**src/rtl/synth_test_sequencer_if.sv**
```systemverilog
// Method-port bundle between the test sequencer and one DUT method.
// master = sequencer side, slave = DUT method side.
interface synth_test_sequencer_if;
   logic [31:0] test_idx;
   logic        test_req;
   logic        test_busy;
   logic        test_return;

   modport master (
      output test_idx,
      output test_req,
      input  test_busy,
      input  test_return
   );

   modport slave (
      input  test_idx,
      input  test_req,
      output test_busy,
      output test_return
   );
endinterface

```
**src/rtl/synth_test_sequencer.sv**
```systemverilog
// Runs a req/busy/return test method for every index and collects verdicts.
// Optional TEST_SEQ_STOP_ON_FAIL_EN: stop the run at the first failure.
module synth_test_sequencer #(
   parameter int NUM_TESTS = 16,
   parameter int TIMEOUT   = 100000,
   parameter int TO_W      = 17
) (
   input  logic                  clk,
   input  logic                  reset,
   input  logic                  start,
   synth_test_sequencer_if.master m,
   output logic                  seq_busy,
   output logic                  seq_done,
   output logic                  all_pass,
   output logic [15:0]           fail_count,
   output logic [15:0]           first_fail,
   output logic                  timeout_seen
);

   typedef enum logic [2:0] {
      S_IDLE,
      S_ISSUE,
      S_WAIT,
      S_NEXT,
      S_DONE
   } state_t;

   localparam logic [15:0]   IDX_LAST = 16'(NUM_TESTS - 1);
   localparam logic [TO_W-1:0] TO_LAST = TO_W'(TIMEOUT - 1);

   state_t          state;
   state_t          state_nxt;
   logic [15:0]     idx;
   logic [TO_W-1:0] cnt;
   logic            ok_q;
   logic            to_hit;
   logic            last;
   logic            stop;
   logic            accept;
   logic            complete;

   assign to_hit   = (cnt == TO_LAST);
   assign last     = (idx == IDX_LAST);
   assign accept   = start &&
                     (state == S_IDLE || state == S_DONE);
   // Completion beats a coincident timeout once busy has been seen.
   assign complete = (state == S_WAIT) && !m.test_busy;

`ifdef TEST_SEQ_STOP_ON_FAIL_EN
   assign stop = last || !ok_q;
`else
   assign stop = last;
`endif

   always_ff @(posedge clk) begin
      if (reset) begin
         state <= S_IDLE;
      end else begin
         state <= state_nxt;
      end
   end

   always_comb begin
      state_nxt = state;
      unique case (state)
         S_IDLE,
         S_DONE: begin
            if (start) state_nxt = S_ISSUE;
         end
         S_ISSUE: begin
            if (to_hit)
               state_nxt = S_NEXT;
            else if (m.test_busy)
               state_nxt = S_WAIT;
         end
         S_WAIT: begin
            if (!m.test_busy || to_hit)
               state_nxt = S_NEXT;
         end
         S_NEXT: begin
            state_nxt = stop ? S_DONE : S_ISSUE;
         end
         default: state_nxt = S_IDLE;
      endcase
   end

   always_comb begin
      m.test_req = 1'b0;
      seq_busy   = 1'b0;
      seq_done   = 1'b0;
      unique case (1'b1)
         (state == S_ISSUE): begin
            m.test_req = 1'b1;
            seq_busy   = 1'b1;
         end
         (state == S_WAIT),
         (state == S_NEXT): seq_busy = 1'b1;
         (state == S_DONE): seq_done = 1'b1;
         default: ;
      endcase
   end

   assign m.test_idx = {16'd0, idx};

   always_ff @(posedge clk) begin
      if (reset) begin
         idx          <= '0;
         cnt          <= '0;
         ok_q         <= 1'b0;
         all_pass     <= 1'b0;
         fail_count   <= '0;
         first_fail   <= 16'hFFFF;
         timeout_seen <= 1'b0;
      end else if (accept) begin
         idx          <= '0;
         cnt          <= '0;
         ok_q         <= 1'b0;
         all_pass     <= 1'b0;
         fail_count   <= '0;
         first_fail   <= 16'hFFFF;
         timeout_seen <= 1'b0;
      end else begin
         if (state == S_ISSUE || state == S_WAIT) begin
            cnt <= cnt + TO_W'(1);
            if (state_nxt == S_NEXT) begin
               ok_q <= complete && m.test_return;
               if (!complete) timeout_seen <= 1'b1;
            end
         end
         if (state == S_NEXT) begin
            if (!ok_q) begin
               if (fail_count != 16'hFFFF)
                  fail_count <= fail_count + 16'd1;
               if (first_fail == 16'hFFFF)
                  first_fail <= idx;
            end
            if (stop) begin
               all_pass <= (fail_count == 16'd0) && ok_q;
            end else begin
               idx <= idx + 16'd1;
               cnt <= '0;
            end
         end
      end
   end

endmodule

```
**src/flat_wrapper.sv**
```systemverilog
// flat-port wrapper written by rule: the top's interface ports become plain ports
module synth_test_sequencer_flat 
#(
   parameter int NUM_TESTS = 16,
   parameter int TIMEOUT   = 100000,
   parameter int TO_W      = 17
)
  (clk, reset, start, seq_busy, seq_done, all_pass, fail_count, first_fail, timeout_seen, m_test_idx, m_test_req, m_test_busy, m_test_return);
  synth_test_sequencer_if m_i ();
  input  logic clk;
  input  logic reset;
  input  logic start;
  output logic seq_busy;
  output logic seq_done;
  output logic all_pass;
  output logic [15:0] fail_count;
  output logic [15:0] first_fail;
  output logic timeout_seen;
  output wire logic [$bits(m_i.test_idx)-1:0] m_test_idx;
  output wire logic [$bits(m_i.test_req)-1:0] m_test_req;
  input wire logic [$bits(m_i.test_busy)-1:0] m_test_busy;
  input wire logic [$bits(m_i.test_return)-1:0] m_test_return;
  assign m_test_idx = m_i.test_idx;
  assign m_test_req = m_i.test_req;
  assign m_i.test_busy = m_test_busy;
  assign m_i.test_return = m_test_return;
  synth_test_sequencer #(.NUM_TESTS(NUM_TESTS), .TIMEOUT(TIMEOUT), .TO_W(TO_W)) u_core (.clk(clk), .reset(reset), .start(start), .m(m_i), .seq_busy(seq_busy), .seq_done(seq_done), .all_pass(all_pass), .fail_count(fail_count), .first_fail(first_fail), .timeout_seen(timeout_seen));
endmodule
```
**config.mk**
```make
export PLATFORM = sky130hd
export DESIGN_NAME = synth_test_sequencer_flat
export DESIGN_NICKNAME = d
export VERILOG_FILES = /design/src/rtl/synth_test_sequencer_if.sv /design/src/rtl/synth_test_sequencer.sv /design/src/flat_wrapper.sv
export SDC_FILE = /design/constraint.sdc
export NUM_CORES = 1
export LEC_CHECK = 0
export CAP_MARGIN = 20
export CORE_AREA = 2 2 82 84
export CTS_CLUSTER_SIZE = 20
export DETAILED_ROUTE_END_ITERATION = 10
export DIE_AREA = 0 0 84 86
export PLACE_DENSITY = 0.95
export SLEW_MARGIN = 20
export SYNTH_ARGS = -nofsm -noshare
export SYNTH_HDL_FRONTEND = slang
export SYNTH_SLANG_ARGS = --single-unit
```
**constraint.sdc**
```tcl
create_clock -name clk -period 3.89 [get_ports clk]
set_input_delay 0.778 -clock clk [delete_from_list [all_inputs] [get_ports clk]]
set_output_delay 0.778 -clock clk [all_outputs]
set_load 0.1 [all_outputs]
```
==> impl_metrics.env <==
export IMPL_final_layout_size_suffix_gt1_frac=0.0757
export IMPL_finalSetupTns_ps=0
export IMPL_clock_root_buffer="clkbuf_8"
export IMPL_die_h_um=86
export IMPL_cts_buffers=9
export IMPL_port_buffers=57
export IMPL_crit_top_cell="nor2_1"
export IMPL_worst_path_max_delay_cell="clkdlybuf4s50_1"
export IMPL_cts_resized_gates=0
export IMPL_grt_pass1_vias=2860
export IMPL_vias=2944
export IMPL_start_util=0.536
export IMPL_period_share=0.781
export IMPL_max_freq_ghz=0.329
export IMPL_seq_area_um2=1420
export IMPL_cp_startpoint="u_core.state[0]"
export IMPL_clock_sinks=71
export IMPL_clkLatencyLatePin_ps=350
export IMPL_synth_seq_cells=71
export IMPL_diodes=0
export IMPL_fin_ws_ps=850
export IMPL_cp_arrival_ps=2260
export IMPL_grt_pass1_wl_mm=13.0
export IMPL_worstPathMaxFanout=9
export IMPL_drtAntennaViolNets=0
export IMPL_antenna_found_initial=0
export IMPL_overflow=0
export IMPL_htreeDepth=3
export IMPL_avgRoutedWirePerCell_um=14.9
export IMPL_leakage_nw=1.50
export IMPL_drv_slew=0
export IMPL_drtIter0Drc=179
export IMPL_remaining_drc_errors=0
export IMPL_yosysSeqAreaShare=0.422
export IMPL_cp_start_kind="flip-flop"
export IMPL_finalClockSkew_ps=10.6
export IMPL_reg2regPathDepth=7
export IMPL_end_kind="output port"
export IMPL_grt_max_degree=26
export IMPL_critPathCapture="seq_busy"
export IMPL_tightestPinTransition_ps=1000
export IMPL_critPathKind="flip-flop to output port"
export IMPL_vdd_ir_drop_max_uv=300
export IMPL_die_area_um2=7220
export IMPL_rsz0062_at_grt="no"
export IMPL_relSlewSlack=0.331
export IMPL_nFillCells=504
export IMPL_r2r_slack_ps=1700
export IMPL_cts_hold_buf=0
export IMPL_layout_min_cycle_time_ps=3040
export IMPL_maxCapViolCount=0
export IMPL_synthFlopType="dfxtp_1"
export IMPL_required_ps=3110
export IMPL_worstReg2RegEnd="u_core.cnt[1]"
export IMPL_routed_wl_mm=7.84
export IMPL_hold_viol=0
export IMPL_grtUsageTotal=0.222
export IMPL_cts_tree="done"
export IMPL_finalNetCount=453
export IMPL_hold_path_class="flip-flop to flip-flop"
export IMPL_clk_pin_slew_worst_paths_ps=70
export IMPL_rows=29
export IMPL_worstReg2RegStart="u_core.idx[0]"
export IMPL_io_pins=74
export IMPL_p_per_area_nw_per_um2=356
export IMPL_status="complete, no violations"
export IMPL_ys_async_sr_fraction=0
export IMPL_syn_area_per_cell_um2=8.67
export IMPL_drtPass1Iterations=4
export IMPL_postCtsSetupRepairBufs=0
export IMPL_syn_area_um2=3360
export IMPL_cp_slowest_stage_delay_ps=1150
export IMPL_die_x_um=84
export IMPL_finalSetupViolations=0
export IMPL_postSynthCellCount=388
export IMPL_crit_chain="nor2_1 > nor2_1 > clkdlybuf4s50_1"
export IMPL_gp_congestion=0.854
export IMPL_synth_edf_count=0
export IMPL_place_ws_ps=1230
export IMPL_area_growth_pct=22.5
export IMPL_netlist_cell_type_count=50
export IMPL_core_um2=6280
export IMPL_cts_buffer_depth=2
export IMPL_vias_per_cell=5.60
export IMPL_yosys_warnings=0
export IMPL_multi_input_area_um2=1790
export IMPL_post_dp_hpwl_mm=5.50
==> metal layers <==
| layer | up-vias | GRT usage | wire length [µm] |
|---|---|---|---|
| met1 | 1406 | 0.275 | 3400 |
| met2 | 89 | 0.361 | 3800 |
| met5 | - | 0 | 0 |
| met3 | 20 | 0.0539 | 396 |
| met4 | 0 | 0.113 | 244 |
| li1 | 1429 | - | - |
==> Yosys cell counts (all sizes together), types with 4 or more instances <==
cell,count,share of area
dfxtp,71,0.42
nor2,51,0.057
nand2,40,0.045
xor2,24,0.062
o21ai,21,0.031
buf,20,0.042
nand4,19,0.040
xnor2,19,0.049
nand3,17,0.025
and4,10,0.026
clkbuf,10,0.011
a21oi,9,0.013
inv,9,0.010
and3,8,0.015
nor4,7,0.019
nor3,6,0.010
nor3b,6,0.013
and2,5,0.0093
ha,4,0.015
nor4b,4,0.010
==> cells by family after synthesis <==
logic type,count (synthesis),synth area share
AOI/OAI and AO/OA,41,0.0721
xor gates and xnor gates,43,0.112
adders and majority gates,4,0.0149
buffers and inverters,39,0.0636
DFF,71,0.422
muxes,1,0.00298
other,1,0.00111
and+or+nand+nor,188,0.311
==> worst min-delay path by stage <==
stage                     depth (start not counted)            startpoint  slack (ps)                   end
after floorplan                                   2         u_core.cnt[1]         470         u_core.cnt[1]
after global placement                            1   u_core.timeout_seen         460   u_core.timeout_seen
after detailed placement                          1   u_core.timeout_seen         460   u_core.timeout_seen
after CTS                                         1   u_core.timeout_seen         480   u_core.timeout_seen
after global routing                              2  u_core.first_fail[0]         490  u_core.first_fail[0]
final                                             1   u_core.timeout_seen         480   u_core.timeout_seen
==> layout by cell type (no fill, tap or decap), drive strengths merged, types with 7 or more instances in the layout <==
master         Yosys  routed
nor2              51      51
nand3             17      17
and3               8       8
xnor2             19      19
nand4             19      19
nand2             40      40
nor4               7       7
dfxtp             71      71
clkdlybuf4s50      0      55
o21ai             21      21
inv                9       9
a21oi              9       9
clkbuf            10      10
and4              10      10
conb               1      16
xor2              24      24
==> flip-flops by register name, indices dropped and copies added (netlist names) <==
name and count:
u_core.cnt 17, u_core.fail_count 16, u_core.first_fail 16, u_core.idx 16
u_core.state 3, u_core.all_pass 1, u_core.ok_q 1, u_core.timeout_seen 1
==> power by group <==
part	total, mW	internal (mW)	leakage (nW)	switching, mW
clock network	0.590	0.310	0.0981	0.280
logic	0.144	0.0196	0.829	0.124
registers	0.734	0.730	0.573	0.00419
==> worst max-delay path: cells and delay by family, from the launching register on <==
kind | cells | cell delay, ps
buf+inv | 1 | 1150
flops | 1 | 490
simple gates | 2 | 270
==> through the flow <==
stage | std cells | hold WS [ps] | utilization | cell area [µm²] | power (mW)
2_1_floorplan | 403 | 471 | - | 3420 | 0.886
3_3_place_gp | 510 | 459 | 0.625 | 3930 | 0.892
3_5_place_dp | 510 | 464 | 0.625 | 3930 | 0.894
4_1_cts | 526 | 481 | 0.657 | 4120 | 1.48
5_1_grt | 526 | 495 | 0.657 | 4120 | 1.51
6_report | 526 | 478 | 0.657 | 4120 | 1.47
==> final cells by class <==
cell class	count	area share
Clock buffer	10	0.0334
Clock inverter	6	0.0146
Inverter	9	0.00819
Multi-Input combinational cell	293	0.433
Sequential cell	71	0.345
Tap cell	77	0.0234
Timing Repair Buffer	60	0.143
(Power assumes the default switching activity.)
